==> src/rtl/axi_tdd_ng_sync_gen.sv <==
// Merges the external, internal-periodic and software sync sources into one tdd_sync strobe and counts issued syncs.
// Optional build macro TDD_SYNC_EXTERNAL_CDC_EN inserts a two-flop synchronizer ahead of the external edge detector.
module axi_tdd_ng_sync_gen #(
    parameter int SYNC_COUNT_WIDTH = 64,
    parameter int SYNC_STAT_WIDTH  = 32
) (
    input  logic                        clk,
    input  logic                        rst,
    input  logic                        tdd_enable,
    input  logic                        tdd_sync_int,
    input  logic                        tdd_sync_ext,
    input  logic                        tdd_sync_soft,
    input  logic                        sync_in,
    input  logic [SYNC_COUNT_WIDTH-1:0] asy_tdd_sync_period,
    output logic                        tdd_sync,
    output logic [SYNC_STAT_WIDTH-1:0]  tdd_sync_count
);

    logic                        w_ext_src;
    logic                        r_ext_d1;
    logic                        r_ext_d2;
    logic                        w_ext_pulse;
    logic                        w_int_run;
    logic                        w_period_zero;
    logic                        w_int_pulse;
    logic                        w_realign;
    logic                        w_sync_next;
    logic [SYNC_COUNT_WIDTH-1:0] r_period_cnt;
    logic [SYNC_COUNT_WIDTH-1:0] w_period_cnt_next;
    logic [SYNC_STAT_WIDTH-1:0]  w_count_next;
    logic                        r_tdd_sync;
    logic [SYNC_STAT_WIDTH-1:0]  r_tdd_sync_count;

`ifdef TDD_SYNC_EXTERNAL_CDC_EN
    (* ASYNC_REG = "TRUE" *) logic r_cdc_s1;
    (* ASYNC_REG = "TRUE" *) logic r_cdc_s2;

    // Two-flop synchronizer bringing the asynchronous sync pin into clk
    always_ff @(posedge clk) begin
        if (rst) begin
            r_cdc_s1 <= 1'b0;
            r_cdc_s2 <= 1'b0;
        end else begin
            r_cdc_s1 <= sync_in;
            r_cdc_s2 <= r_cdc_s1;
        end
    end

    assign w_ext_src = r_cdc_s2;
`else
    assign w_ext_src = sync_in;
`endif

    // Edge-detect pipeline; free-running so an edge is only gated at the merge
    always_ff @(posedge clk) begin
        if (rst) begin
            r_ext_d1 <= 1'b0;
            r_ext_d2 <= 1'b0;
        end else begin
            r_ext_d1 <= w_ext_src;
            r_ext_d2 <= r_ext_d1;
        end
    end

    assign w_ext_pulse   = r_ext_d1 & ~r_ext_d2;
    assign w_int_run     = tdd_enable & tdd_sync_int;
    assign w_period_zero = (asy_tdd_sync_period == {SYNC_COUNT_WIDTH{1'b0}});
    // >= rather than == so a period shortened below the running count fires at once
    assign w_int_pulse   = w_int_run & ~w_period_zero &
                           (r_period_cnt >= (asy_tdd_sync_period - SYNC_COUNT_WIDTH'(1)));
    assign w_realign     = tdd_enable & ((w_ext_pulse & tdd_sync_ext) | tdd_sync_soft);
    assign w_sync_next   = tdd_enable & ((w_ext_pulse & tdd_sync_ext) | w_int_pulse | tdd_sync_soft);

    // Next period count: restart on terminal or on any accepted external/soft sync
    always_comb begin
        w_period_cnt_next = r_period_cnt;
        if (!w_int_run || w_period_zero || w_int_pulse || w_realign) begin
            w_period_cnt_next = {SYNC_COUNT_WIDTH{1'b0}};
        end else begin
            w_period_cnt_next = r_period_cnt + SYNC_COUNT_WIDTH'(1);
        end
    end

    // Next status count, advanced together with the strobe it counts
    always_comb begin
        w_count_next = r_tdd_sync_count;
        if (!tdd_enable) begin
            w_count_next = {SYNC_STAT_WIDTH{1'b0}};
        end else if (w_sync_next) begin
            w_count_next = r_tdd_sync_count + SYNC_STAT_WIDTH'(1);
        end else begin
            w_count_next = r_tdd_sync_count;
        end
    end

    // Registered period counter, strobe and status counter
    always_ff @(posedge clk) begin
        if (rst) begin
            r_period_cnt     <= {SYNC_COUNT_WIDTH{1'b0}};
            r_tdd_sync       <= 1'b0;
            r_tdd_sync_count <= {SYNC_STAT_WIDTH{1'b0}};
        end else begin
            r_period_cnt     <= w_period_cnt_next;
            r_tdd_sync       <= w_sync_next;
            r_tdd_sync_count <= w_count_next;
        end
    end

    assign tdd_sync       = r_tdd_sync;
    assign tdd_sync_count = r_tdd_sync_count;

endmodule
==> config.mk <==
export PLATFORM = sky130hd
export DESIGN_NAME = axi_tdd_ng_sync_gen
export DESIGN_NICKNAME = d
export VERILOG_FILES = /design/src/rtl/axi_tdd_ng_sync_gen.sv
export SDC_FILE = /design/constraint.sdc
export NUM_CORES = 1
export LEC_CHECK = 0
export CAP_MARGIN = 20
export CORE_UTILIZATION = 50
export DETAILED_ROUTE_END_ITERATION = 10
export PLACE_DENSITY = 0.78
export SYNTH_ARGS = -nofsm -noshare
export SYNTH_HDL_FRONTEND = slang
export SYNTH_SLANG_ARGS = --single-unit
==> constraint.sdc <==
create_clock -name clk -period 5.55 [get_ports clk]
set_input_delay 0.8325 -clock clk [delete_from_list [all_inputs] [get_ports clk]]
set_output_delay 0.8325 -clock clk [all_outputs]
set_load 0.02 [all_outputs]
**After elaboration in Yosys (flattened, before gate mapping)**

Cells that the tools add are included.

- Word-level logic and storage cells: 29
- Output and inout bits: 33
- Register bits: 99

- Add/sub/neg operators: 3
- Bitwise logic cells: 13
- Reduce and logical (&&, ||, !) cells: 7
- $lt $le $gt $ge: 1

Operators by type and width:

| kind | count |
|---|---|
| 64-bit by 1-bit adder with 64-bit output, second input constant | 1 |
| 64-bit greater-or-equal comparator | 1 |
| 64-bit logical NOT | 1 |
| 64-bit by 1-bit subtractor with 64-bit output, second input constant | 1 |
| 32-bit by 1-bit adder with 32-bit output, second input constant | 1 |
| 1-bit AND | 7 |
| 2-bit OR reduction | 2 |
| 1-bit logical OR | 3 |
| 1-bit inverter | 3 |
| 1-bit OR | 3 |
| 1-bit logical NOT | 1 |

**Depth between registers and ports, before layout**

- Depth in word-level cells: 7
- Mapped depth: 21
- Mapped depth without buffers: 19

**Least setup slack after synthesis**

OpenSTA, ideal clock, no wires.

- Path type: in2reg
- Start: input asy_tdd_sync_period[0]
- End: register r_tdd_sync_count[28] (netlist: tdd_sync_count[28])
- Data required time: 5.479 ns
- Cell stages on the path: 18
- Slack: 0.097 ns
- Setup time: 0.071 ns
- Data arrival time: 5.383 ns
- Buffers on the path: 0
- Cell sequence: inv_1 -> ha_1 -> or4b_1 -> or2_4 -> nand4b_4 -> nor4_4 -> nand2_1 -> nor2_1 -> nand3_1 -> xor2_1 -> ha_1 -> nand4_1 -> or4_1 -> a211oi_1 -> a41oi_2 -> a2111oi_0 -> or3b_2 -> a21oi_1

- Cells in the longest elaborated chain, start to end: 7
- Elaborated cells on any way between the ends: 9

RTL lines:

| item | line | source |
|---|---|---|
| start, declared | 14 | `input logic [SYNC_COUNT_WIDTH-1:0] asy_tdd_sync_period,` |
| branches (longest 3 deep; another with 64-bit by 1-bit subtractor with 64-bit output) | n/a |  |
| 1-bit AND (*) | 69 | `assign w_int_pulse = w_int_run & ~w_period_zero &` |
| 1-bit OR (*) (2 in series) | 72 | `assign w_sync_next = tdd_enable & ((w_ext_pulse & tdd_sync_ext) \| w_int_pulse \| tdd_sync_soft);` |
| 1-bit AND (*) | 72 |  |
| end signal, assigned | 101 | `r_tdd_sync_count <= {SYNC_STAT_WIDTH{1'b0}};` |
| end signal, assigned | 105 | `r_tdd_sync_count <= w_count_next;` |
| end, declared | 32 | `logic [SYNC_STAT_WIDTH-1:0] r_tdd_sync_count;` |

Mark *: on every way between the ends.
A chain may end at the register's enable or synchronous reset.

**Final worst setup path**

- Start: input asy_tdd_sync_period[36]
- End: register r_tdd_sync_count[22] (netlist: tdd_sync_count[22])

Same word-level chain as after synthesis.

==> impl_metrics.yaml <==
synth:
  synth_area_leaders: "dfxtp_1, ha_1, xnor2_1, xor2_1, nor2_1"
  async_reset_ff_share_pct: 0
  synth_edf_count: 0
  ys_seq_area_share_pct: 27.6
  ys_ff_latch: 99
  syn_area_um2: 7190
  synth.largest_area_cell: "dfxtp_1"
  syn-num-nets: 1007
  ys_warn_count: 0
  synth_cells: 869
  synth_top_area_share_pct: 27.6
  synth_cell_types: 58
  ys.flop_type: "dfxtp_1"
  syn_area_per_cell_um2: 8.27
setup_path:
  crit_arrival_ns: 5.62
  critPathKind: "in2reg"
  cp.required_ns: 5.79
  critPathBufInv: 5
  cp-start-kind: "primary input"
  r2r_slack_ns: 2.42
  cp_top_family: "simple AND/OR/NAND/NOR gates"
  crit_top_cell: "buf_4"
  cp-end-kind: "flop"
  critPathMaxFanout: 6
  crit_slowest_cell: "or4_4"
  max_stage_delay_ns: 0.58
  worstPathCellList: "clkdlybuf4s50_1, or4_4, or3_4, nor3_2, buf_4, nand4b_1, nor2_2, nand2_2, nor4_2, xnor2_1, ha_1, nand4_1, or4_4, a211oi_2, buf_4, a41oi_4, buf_6, a2111oi_4, buf_4, a21oi_1, o21a_1"
clocking:
  cts_sinks: 99
  cts_tree: "done"
  clkTransAtPathRegs_ns: 0.07
  cts_buffer_depth: 2
  cts-root-buf: "clkbuf_16"
  htreeDepth: 3
  cts_buffers: 9
  insertion_delay_ns: 0.35
layout:
  area.growth.synth_to_final_pct: 33.7
  design_area_um2: 9610
  fin_cells: 1247
  final_layout_size_suffix_gt1_share_pct: 17.4
  nets: 1202
  final_core_util_pct: 69.0
  n_fill_cell: 1073
  n_antenna_cell: 0
global_route:
  antenna_found_initial: 0
  grt_pass1_wl_um: 30200
  grt.overflow.total: 0
  grt_max_degree: 52
  grt_usage_pct: 25.3
  grt_pass1_vias: 6555
drt:
  drc_errors: 0
  first_pass_iters: 5
  dr_total_vias: 6987
  drtIter0Drc: 306
  via_per_inst: 5.60
  wl_per_cell_um: 15.2
  finalWirelength_um: 19000
  ant_nets: 0
floorplan:
  die_h_um: 122
  start_util_pct: 51.6
  row_count: 43
  fp.dieW_um: 122
  dieArea_um2: 14900
  core_area_um2: 13900
  ios: 104
power:
  p_sw_w: 0.000361
  ir_drop_v: 0.000165
  clockPowerShare_pct: 39.4
  p_per_area_nw_per_um2: 157
  total_power_w: 0.00150
  comb_power_share_pct: 13.2
  p_int_w: 0.00114
  p_leak_nw: 3.51
  pwr-share-seq_pct: 47.3
  switching_share_pct: 24.0
place:
  placed_area_um2: 9030
  place.gp.congestion: 0.905
  io_buffers: 103
  numPlacedInstances: 1222
  dp.final_hpwl_um: 14300
timing:
  maxSlewViolCount: 0
  fin_crit_sh_pct: 96.8
  worst_slew_pin_slew_ns: 0.794
  slew-limit-headroom_pct: 46.6
  period_needed_ns: 5.37
  hold_viol_final: 0
  fin_skew_ns: 0.00670
  setup_violations: 0
  hold_slack_ns: 0.477
  fmax_mhz: 186
hold_path:
  min_path_type: "reg2reg"
job:
  cap_violations: 0
outcome:
  status: "finished, final reports clean"
==> path summary, 6_finish.rpt <==
| check | start | endpoint | cells past startpoint |
|---|---|---|---|
| min | r_ext_d1$_SDFF_PP0_ | r_ext_d2$_SDFF_PP0_ | 1 |
| max | asy_tdd_sync_period[36] | tdd_sync_count[22]$_SDFFE_PP0P_ | 21 |
| max reg2reg | r_period_cnt[14]$_SDFF_PP0_ | tdd_sync_count[22]$_SDFFE_PP0P_ | 11 |
| min reg2reg | r_ext_d1$_SDFF_PP0_ | r_ext_d2$_SDFF_PP0_ | 1 |
==> flip-flops by register name (all words and copies together), names as in the netlist <==
signal	count
r_ext_d1	1
tdd_sync_count	32
r_ext_d2	1
r_period_cnt	64
tdd_sync	1
==> cells in the mapped netlist, types with 10 or more instances <==
library cell  number
or4_1             19
nand2_1           74
dfxtp_1           99
buf_2             10
ha_1              67
or3_1             16
clkbuf_1          10
nand4_1           29
inv_1             26
a21oi_2           11
nor2_1           109
nor4_1            16
xnor2_1           68
and2_1            12
and4_1            12
and3_1            23
nand3_1           39
nor3_1            23
o21ai_0           15
xor2_1            58
a21oi_1           41
==> routing by layer <==
metal | GRT usage [%] | vias up | routed length [um]
met3 | 2.81 | 24 | 765
met1 | 32.1 | 3283 | 8540
li1 | - | 3513 | -
met2 | 44.0 | 167 | 9310
met4 | 8.56 | 0 | 349
met5 | 0 | - | 0
==> cells by family after synthesis <==
group	share of synthesized area [%]
AND/OR/NAND/NOR	30.1
XOR/XNOR	15.4
AO/OA/AOI/OAI	11.9
flip-flops	27.6
buffers and inverters	3.41
adder cells (fa/ha/maj)	11.7
==> layout make-up <==
| type | instances | area [um^2] | share of cell area, % |
|---|---|---|---|
| Multi-Input combinational cell | 723 | 5170 | 53.8 |
| Clock buffer | 13 | 260 | 2.71 |
| Timing Repair Buffer | 205 | 1860 | 19.4 |
| Inverter | 26 | 97.6 | 1.02 |
| Sequential cell | 99 | 1980 | 20.6 |
| Tap cell | 180 | 225 | 2.34 |
| Clock inverter | 1 | 8.76 | 0.0911 |
==> cells in the final DEF (no fill, tap or decap), types with 14 or more instances in the layout <==
master           synthesis  routed
nor4_1                  16      14
nand2_1                 74      72
ha_1                    67      66
inv_1                   26      25
xor2_1                  58      58
a21oi_1                 41      40
dfxtp_1                 99      99
nor2_1                 109     106
nand3_1                 39      39
and3_1                  23      22
clkdlybuf4s50_1          0      96
nor3_1                  23      19
xnor2_1                 68      68
buf_4                    0      96
nand4_1                 29      29
or3_1                   16      14
==> worst register-to-register path, cell delays in order, from the launching register on <==
cell and delay, ns:
dfxtp_1 0.37, ha_1 0.33, nand4_1 0.10, or4_1 0.55, a221oi_2 0.23, a2111o_1 0.23, a41oi_4 0.22, buf_6 0.20
a2111oi_4 0.34, buf_4 0.20, a21oi_1 0.08, o21a_1 0.18
==> through the flow <==
| step | worst slack, ns | TNS, ns |
|---|---|---|
| final | 0.177 | 0 |
| after global routing | -0.0369 | -0.0705 |
| after CTS | 0.0136 | 0 |
| after detailed placement | -0.414 | -18.30 |
| after global placement | -0.268 | -18.69 |
| after floorplan | 0.0965 | 0 |
==> power by group through the flow <==
stage / clock, W / sequential, W / combinational [W]
detailed placement: 0 / 0.000729 / 0.000187
global placement: 0 / 0.000729 / 0.000184
finish: 0.000593 / 0.000712 / 0.000199
floorplan: 0 / 0.000729 / 0.0000745
global route: 0.000630 / 0.000712 / 0.000216
CTS: 0.000601 / 0.000712 / 0.000190
==> repair_timing <==
item | in CTS | in global routing
gates resized for setup | 3 | 55
buffers inserted | 0 | 9
hold buffers | 0 | 0
gates cloned | 0 | 2
pin swaps | 0 | 23
endpoints found under the setup margin | 4 | 97
(Power assumes the default switching activity.)
